$ cat src/rtl/arm_fetch_unit_pkg.sv
// Shared types and constants for the instruction fetch stage.
// Holds the fetch FSM encodings and the prefetch queue entry layout.
package arm_fetch_unit_pkg;

    localparam logic [31:0] ARM_RESET_PC = 32'h0000_0000;

    typedef enum logic [1:0] {
        FETCH_BOOT = 2'd0,
        FETCH_RUN  = 2'd1,
        FETCH_HALT = 2'd2
    } fetch_state_e;

    typedef struct packed {
        logic [31:0] pc;
        logic [31:0] inst;
    } fetch_entry_t;

    function automatic logic [31:0] word_align(input logic [31:0] a);
        return {a[31:2], 2'b00};
    endfunction

endpackage

$ cat src/rtl/arm_fetch_queue.sv
// Prefetch FIFO holding {pc, inst} pairs between memory and the core.
// Flush dominates push and pop; head reads as zero while empty.
module arm_fetch_queue
    import arm_fetch_unit_pkg::*;
#(
    parameter int DEPTH = 4,
    localparam int AW = $clog2(DEPTH),
    localparam int CW = AW + 1
) (
    input  logic         clk,
    input  logic         rst,
    input  logic         flush_i,
    input  logic         push_i,
    input  fetch_entry_t push_data_i,
    input  logic         pop_i,
    output fetch_entry_t head_o,
    output logic [CW-1:0] count_o
);

    fetch_entry_t  mem_q [DEPTH];
    logic [AW-1:0] wr_q;
    logic [AW-1:0] rd_q;
    logic [CW-1:0] count_q;

    always_ff @(posedge clk) begin
        if (push_i && !flush_i) begin
            mem_q[wr_q] <= push_data_i;
        end
    end

    always_ff @(posedge clk) begin
        if (rst || flush_i) begin
            wr_q    <= '0;
            rd_q    <= '0;
            count_q <= '0;
        end else begin
            if (push_i) wr_q <= wr_q + AW'(1);
            if (pop_i)  rd_q <= rd_q + AW'(1);
            count_q <= count_q + CW'(push_i) - CW'(pop_i);
        end
    end

    assign head_o  = (count_q != '0) ? mem_q[rd_q] : '0;
    assign count_o = count_q;

endmodule

$ cat src/rtl/arm_fetch_unit.sv
// Instruction fetch stage: credit-limited sequential fetch, prefetch
// queue to the core, redirect with stale-response discard, halt.
module arm_fetch_unit
    import arm_fetch_unit_pkg::*;
#(
    parameter int          QDEPTH   = 4,
    parameter logic [31:0] RESET_PC = ARM_RESET_PC
) (
    input  logic        clk,
    input  logic        rst,
    output logic        imem_req,
    output logic [29:0] imem_addr,
    input  logic        imem_ack,
    input  logic        imem_rvalid,
    input  logic [31:0] imem_rdata,
    input  logic        redirect,
    input  logic [31:0] redirect_pc,
    input  logic        halt,
    output logic [31:0] inst,
    output logic [31:0] inst_pc,
    output logic        inst_valid,
    input  logic        inst_ready
);

    localparam int CW = $clog2(QDEPTH) + 1;

    fetch_state_e  state_q;
    logic [31:0]   fetch_pc_q;
    logic [31:0]   resp_pc_q;
    logic [CW-1:0] inflight_q;
    logic [CW-1:0] discard_q;
    logic [CW-1:0] count;
    fetch_entry_t  head;

    logic credit_ok;
    logic xfer;
    logic rsp;
    logic drop;
    logic push;
    logic pop;

    assign credit_ok = ({1'b0, count} + {1'b0, inflight_q})
                       < (CW+1)'(QDEPTH);
    assign imem_req  = (state_q == FETCH_RUN) & ~halt
                       & ~redirect & credit_ok;
    assign imem_addr = fetch_pc_q[31:2];
    assign xfer      = imem_req & imem_ack;

    // Responses with nothing outstanding are ignored outright
    assign rsp  = imem_rvalid & (inflight_q != '0);
    assign drop = rsp & (discard_q != '0);
    assign push = rsp & ~drop & ~redirect;
    assign pop  = inst_valid & inst_ready;

    always_ff @(posedge clk) begin
        if (rst) begin
            state_q    <= FETCH_BOOT;
            fetch_pc_q <= word_align(RESET_PC);
            resp_pc_q  <= word_align(RESET_PC);
            inflight_q <= '0;
            discard_q  <= '0;
        end else if (redirect) begin
            fetch_pc_q <= word_align(redirect_pc);
            resp_pc_q  <= word_align(redirect_pc);
            inflight_q <= inflight_q - CW'(rsp);
            discard_q  <= inflight_q - CW'(rsp);
            state_q    <= halt ? FETCH_HALT : FETCH_RUN;
        end else begin
            if (xfer) fetch_pc_q <= fetch_pc_q + 32'd4;
            if (push) resp_pc_q  <= resp_pc_q + 32'd4;
            if (drop) discard_q  <= discard_q - CW'(1);
            inflight_q <= inflight_q + CW'(xfer) - CW'(rsp);
            unique case (state_q)
                FETCH_BOOT: state_q <= FETCH_RUN;
                FETCH_RUN:  if (halt) state_q <= FETCH_HALT;
                FETCH_HALT: state_q <= FETCH_HALT;
                default:    state_q <= FETCH_BOOT;
            endcase
        end
    end

    arm_fetch_queue #(
        .DEPTH(QDEPTH)
    ) u_queue (
        .clk        (clk),
        .rst        (rst),
        .flush_i    (redirect),
        .push_i     (push),
        .push_data_i('{pc: resp_pc_q, inst: imem_rdata}),
        .pop_i      (pop),
        .head_o     (head),
        .count_o    (count)
    );

    assign inst       = head.inst;
    assign inst_pc    = head.pc;
    assign inst_valid = (count != '0);

endmodule

$ cat config.mk
export PLATFORM = sky130hd
export DESIGN_NAME = arm_fetch_unit
export DESIGN_NICKNAME = d
export VERILOG_FILES = /design/src/rtl/arm_fetch_unit_pkg.sv /design/src/rtl/arm_fetch_queue.sv /design/src/rtl/arm_fetch_unit.sv
export SDC_FILE = /design/constraint.sdc
export NUM_CORES = 1
export LEC_CHECK = 0
export BUFFER_PORTS_ARGS = -buffer_cell sky130_fd_sc_hd__buf_2
export CORE_MARGIN = 2
export CORE_UTILIZATION = 45
export CTS_BUF_LIST = sky130_fd_sc_hd__clkbuf_8
export DETAILED_ROUTE_END_ITERATION = 7
export PLACE_DENSITY = 0.71
export RECOVER_POWER = 50
export SLEW_MARGIN = 5
export SYNTH_ARGS = -nofsm -noshare
export SYNTH_HDL_FRONTEND = slang
export SYNTH_SLANG_ARGS = --single-unit
export TNS_END_PERCENT = 20
$ cat constraint.sdc
create_clock -name clk -period 3 [get_ports clk]
set_clock_uncertainty 0.15 [all_clocks]
set_input_delay 0.45 -clock clk [delete_from_list [all_inputs] [get_ports clk]]
set_output_delay 0.45 -clock clk [all_outputs]
set_load 0.01 [all_outputs]
Yosys cells after proc, flatten, opt, wreduce, memory -nomap -nowiden
Memory sizes are Yosys's and may differ from the RTL's. A register that Yosys moved wholly into a read port is not among the register bits.
Cells that the tools add are included.
{ "op_classes": {"n_reduce_logical": 11, "order_cmp": 1, "mux": 16, "n_bitwise": 12, "n_eq_ne": 3, "addsub": 11} }
{ "op_table": {"columns": ["cell", "n"], "rows": [
  ["$mux 32", 4],
  ["$add 32x3->32 const B", 2],
  ["$mux 64", 1],
  ["$mux 2", 5],
  ["$and 1x1->1", 9],
  ["$mux 3", 3],
  ["$reduce_bool 3->1", 3],
  ["$sub 3x1->3", 3],
  ["$add 3x1->3", 2],
  ["$pmux 2 s3", 1],
  ["$reduce_bool 2->1", 3],
  ["$add 2x1->2 const B", 2],
  ["$add 3x3->4", 1],
  ["$lt 4x3->1 const B", 1],
  ["$ne 3x3->1 const B", 1],
  ["$not 1->1", 3],
  ["$sub 3x1->3 const B", 1],
  ["$eq 2x1->1 const B", 1],
  ["$eq 2x2->1 const B", 1],
  ["$logic_not 2->1", 1],
  ["$mux 1", 2],
  ["$reduce_or 2->1", 1],
  ["$logic_and 1x1->1", 1],
  ["$logic_not 1->1", 1],
  ["$logic_or 1x1->1", 1]
]} }
{ "totals": {"register_bits": 79, "mem_count": 1, "in_bits": 71, "ramBits": 256, "elab_cells": 65} }
{ "memory_table": {"columns": ["memory", "depth", "word_bits", "rd", "rd_clocked_by_memory_dff", "write_ports", "line", "text"], "rows": [
  ["u_queue.mem_q", 4, 64, 1, 1, 1, "arm_fetch_queue.sv:20", "fetch_entry_t mem_q [DEPTH];"]
]} }

Logic depth before layout (Yosys ltp)
{ "depth": {"depth_word": 9, "mapped_depth": 14, "depth_no_buf": 13} }

By module
A second synthesis with hierarchy kept.
{ "unflattened": {"hier_cells": 941, "area_unflattened_um2": 14192.4} }
{ "by_module_without_submodules": {"columns": ["module", "n_inst", "cells_per_inst", "area_each_um2", "seq_area_each_um2"], "rows": [
  ["arm_fetch_queue", 1, 451, 10189.8, 7867.5],
  ["arm_fetch_unit", 1, 490, 4002.6, 1361.3]
]} }

Least setup slack after synthesis
OpenSTA, ideal clock, no wires.
{ "synth_timing": {"path_kind": "input port to flip-flop", "startpoint": "input redirect", "endpoint": "memory u_queue.mem_q[1][0] in the netlist's numbering, enable pin", "slack_ns": -0.258, "path_buffers": 2, "stages": 4, "setup_time_ns": 0.426, "arrival_ns": 2.681, "cell_sequence": "clkbuf_1 clkbuf_1 nor3_1 and2_1"} }
{ "synth_via": {"elab_chain_cells": 5} }
{ "synth_lines": {"columns": ["element", "line", "text"], "rows": [
  ["start: declaration", "arm_fetch_unit.sv:16", "input logic redirect,"],
  ["$not 1->1", "arm_fetch_unit.sv:52", "assign push = rsp & ~drop & ~redirect;"],
  ["$and 1x1->1", "arm_fetch_unit.sv:52", null],
  ["net push", "arm_fetch_unit.sv:39", "logic push;"],
  ["$logic_and 1x1->1", "arm_fetch_queue.sv:26", "if (push_i && !flush_i) begin"],
  ["$mux 1", "arm_fetch_queue.sv:26", null],
  ["$mux 1 (not written as such)", "arm_fetch_queue.sv:27", "mem_q[wr_q] <= push_data_i;"],
  ["end: declaration", "arm_fetch_queue.sv:20", null]
]} }
The timed path passes the listed nets, and every way through them passes these cells.

Worst setup path after layout
{ "layout_timing": {"startpoint": "register state_q[1]", "endpoint": "register inflight_q[2]"} }
{ "layout_via": {"elab_chain_cells": 8} }
{ "layout_lines": {"columns": ["element", "line", "text"], "rows": [
  ["start: declaration", "arm_fetch_unit.sv:27", "fetch_state_e state_q;"],
  ["start signal: assignment", "arm_fetch_unit.sv:67", "state_q <= halt ? FETCH_HALT : FETCH_RUN;"],
  ["$eq 2x1->1", "arm_fetch_unit.sv:44", "assign imem_req = (state_q == FETCH_RUN) & ~halt"],
  ["$and 1x1->1", "arm_fetch_unit.sv:44", null],
  ["$and 1x1->1 (2 in a row)", "arm_fetch_unit.sv:45", "& ~redirect & credit_ok;"],
  ["$and 1x1->1", "arm_fetch_unit.sv:47", "assign xfer = imem_req & imem_ack;"],
  ["$add 3x1->3", "arm_fetch_unit.sv:72", "inflight_q <= inflight_q + CW'(xfer) - CW'(rsp);"],
  ["$sub 3x1->3", "arm_fetch_unit.sv:72", null],
  ["$mux 3", "arm_fetch_unit.sv:62", "end else if (redirect) begin"],
  ["end signal: assignment", "arm_fetch_unit.sv:65", "inflight_q <= inflight_q - CW'(rsp);"],
  ["end signal: assignment", "arm_fetch_unit.sv:72", null],
  ["end: declaration", "arm_fetch_unit.sv:30", "logic [CW-1:0] inflight_q;"]
]} }
Every way passes these cells.
A chain may end at the register's enable or synchronous reset.

==> results.py <==
metrics = {
    "run_status": {
        "status": "completed",
    },
    "timing": {
        "worst_pin_slew_ns": 0.828,
        "fin_crit_sh_pct": 93.5,
        "drv_slew": 0,
        "setup_ws_ns": 0.195,
        "setup_viol": 0,
        "fin_crit_ns": 2.80,
        "rsz0062_at_grt": "false",
        "hold_viol": 0,
        "max_slew_margin_pct": 44.3,
        "max_freq_mhz": 357,
    },
    "drt": {
        "drc": 0,
        "num_vias": 9419,
        "drt.antenna.violating_nets": 0,
        "via_per_inst": 5.68,
        "wire_per_inst_um": 19.1,
        "first_iter_violations": 695,
        "wl_um": 31600,
        "dr.pass1.iters": 6,
    },
    "finish": {
        "final_area_sq_um": 16800,
        "area_delta_synth_final_pct": 18.4,
        "antenna_cells": 0,
        "final_layout_size_suffix_gt1_share_pct": 21.8,
        "final_nets": 1312,
        "fill_cells": 2615,
    },
    "power": {
        "p_leak_nw": 5.75,
        "ir_drop_v": 0.000349,
        "power.density_cell_area_nw_per_um2": 600,
    },
    "min_path": {
        "min_to": "fetch_pc_q[8]$_SDFFE_PP0P_",
        "min_from": "redirect_pc[8]",
        "hp-class": "in -> reg",
        "hold_depth": 3,
    },
    "global_routing": {
        "grt_pass1_vias": 9619,
        "grt_max_degree": 65,
        "grtUsageTotal_pct": 19.4,
        "antenna_found_initial": 0,
        "grt-ovfl-total": 0,
        "grt_pass1_wl_um": 51100,
    },
    "setup_path": {
        "crit_type": "reg -> reg",
        "start_kind": "flop",
        "rr_startpoint": "state_q[1]$_SDFFE_PP0P_",
        "cp.required_ns": 3.30,
        "rr_endpoint": "inflight_q[2]$_SDFF_PP0_",
        "r2r_cells": 13,
        "arrival_ns": 3.10,
        "crit_path_end_kind": "flop",
        "crit_fanout": 5,
        "r2r_slack_ns": 0.20,
    },
    "placed_design": {
        "pre_cts_slack_ns": 0.104,
        "dp_hpwl_um": 20500,
        "io_buffers": 162,
        "gp_congestion": 0.890,
        "place_area_sq_um": 15600,
    },
    "clock_network": {
        "cts.sinks": 325,
        "post_cts_buffers": 0,
        "root_buffer": "clkbuf_8",
        "clk_latency_ns": 0.57,
        "htreeDepth": 2,
        "clockBufferDepth": 3,
        "numCtsBuffers": 51,
        "clk_pin_slew_worst_paths_ns": 0.07,
        "cts_tree": "built",
    },
    "logic_synthesis": {
        "synth_cells": 1001,
        "synth_area_leader_cell": "edfxtp_1",
        "ys_ff_latch": 325,
        "synth_area_leaders": "edfxtp_1 (53%), dfxtp_1 (11%), mux4_2 (9.9%)",
        "synth_area_per_cell_sq_um": 14.1,
        "ys_types": 66,
        "synth_most_common_cell": "edfxtp_1",
        "synth_top_area_share_pct": 52.6,
        "syn_area_sq_um": 14200,
        "synth_commonest_cells": "edfxtp_1 (248), dfxtp_1 (77), and2_1 (71)",
        "synth-edff-count": 248,
        "seq_area_frac_synth_pct": 63.5,
        "synthArstFlopShare_pct": 0,
        "ys.flop_type": "edfxtp_1",
        "synth_warnings": 0,
    },
    "floorplanning": {
        "rows": 64,
        "fp.dieH_um": 181,
        "die_w_um": 181,
        "io_pins": 167,
        "die_area_sq_um": 32900,
        "start_util_pct": 46.1,
        "core_sq_um": 30700,
    },
    "job": {
        "maxCapViolations": 0,
    },
}
-- final cells by class --
cell class	count	area, sq um	area share, %
flip-flops and latches	325	8990	53.6
multi-input cells	576	4770	28.5
repair buffers	228	1370	8.17
clock buffers	54	743	4.43
well taps	396	495	2.95
clock inverters	41	248	1.48
inverters	39	146	0.873
-- placed cells by master, fill, tap and decap left out, types with 11 or more instances in the layout --
master | netlist | final
and4_1 | 15 | 15
nor3_1 | 18 | 19
ha_1 | 18 | 17
inv_1 | 38 | 47
a31oi_1 | 13 | 13
nor2_1 | 36 | 36
dfxtp_1 | 77 | 75
nand3_1 | 31 | 31
nor4_1 | 22 | 22
clkbuf_8 | 0 | 54
nand4_1 | 27 | 27
nand2_1 | 49 | 49
buf_2 | 8 | 100
mux4_2 | 62 | 62
and2_1 | 71 | 66
o31a_1 | 12 | 12
a211oi_1 | 20 | 20
dlygate4sd3_1 | 0 | 35
clkinv_2 | 0 | 11
clkinv_1 | 1 | 16
clkbuf_1 | 43 | 67
buf_4 | 2 | 18
o31ai_1 | 13 | 13
xnor2_1 | 12 | 12
a21oi_1 | 30 | 30
edfxtp_1 | 248 | 248
-- power by group --
group          internal [mW]  switching (mW)  total (mW)
logic                  0.553           0.696        1.25
clock network           1.86            1.72        3.58
registers               5.06           0.169        5.23
-- how the worst max path moves through the flow --
stage                     slack, ns                     from  depth (start not counted)                             to
after global placement         0.12                     halt                         12       inflight_q[2]$_SDFF_PP0_
final                          0.20  state_q[1]$_SDFFE_PP0P_                         13       inflight_q[2]$_SDFF_PP0_
after floorplan               -0.26                 redirect                          4  u_queue.mem_q[3][0]$_DFFE_PP_
after CTS                      0.10  state_q[1]$_SDFFE_PP0P_                         13       inflight_q[2]$_SDFF_PP0_
after global routing           0.02  state_q[1]$_SDFFE_PP0P_                         13       inflight_q[2]$_SDFF_PP0_
after detailed placement       0.10                     halt                         12       inflight_q[2]$_SDFF_PP0_
-- layer usage --
layer / routed length (um) / share of wire [%] / global-route usage (%)
met1: 13900 / 44 / 26.9
met2: 14900 / 47 / 31.7
met3: 2230 / 7.0 / 3.31
met4: 595 / 1.9 / 5.89
met5: 0 / 0 / 0
-- critical path, stage by stage, from the launching register on --
cell	delay, ns
dfxtp_1	0.31
inv_1	0.08
ha_2	0.22
and4bb_2	0.31
and3_4	0.20
clkinv_1	0.07
ha_1	0.27
inv_1	0.04
ha_1	0.18
fa_1	0.38
xor2_1	0.15
o21ai_1	0.15
xnor2_1	0.13
nor2_1	0.05
-- timing repair --
action | in CTS | in global routing
resized for setup | 0 | 3
hold endpoints to repair | 131 | 0
setup endpoints to repair | 0 | 1
hold buffers | 35 | 0
-- cell families (layout without fill, tap and decap cells) --
logic type	count (synthesis)	after routing	synth area share (%)
DFF	325	325	63.5
AOI/OAI and AO/OA	152	152	7.74
muxes	64	64	10.0
buffers and inverters	101	362	2.80
other	1	2	0.0265
and+or+nand+nor	319	319	12.9
adders and majority gates	20	20	1.87
xor gates and xnor gates	19	19	1.18
-- per-stage QoR --
step | power, mW | hold WS (ns) | util (%) | setup TNS, ns | cells
after global placement | 6.53 | 0.354 | 50.6 | 0 | 1529
final | 10.1 | 0.0327 | 54.5 | 0 | 1659
after CTS | 10.2 | 0.0000296 | 54.9 | 0 | 1659
after floorplan | 6.10 | 0.308 | - | -47.93 | 1002
after detailed placement | 6.58 | 0.366 | 50.6 | 0 | 1529
after global routing | 10.5 | 0.00734 | 54.5 | 0 | 1659
-- flip-flops by register name, summed over array words and instances (netlist names), named ones only --
signal,count
fetch_pc_q,30
state_q,2
resp_pc_q,30
u_queue.count_o,3
u_queue.mem_q,248
u_queue.rd_q,2
discard_q,3
inflight_q,3
u_queue.wr_q,2
(Power assumes the default switching activity.)
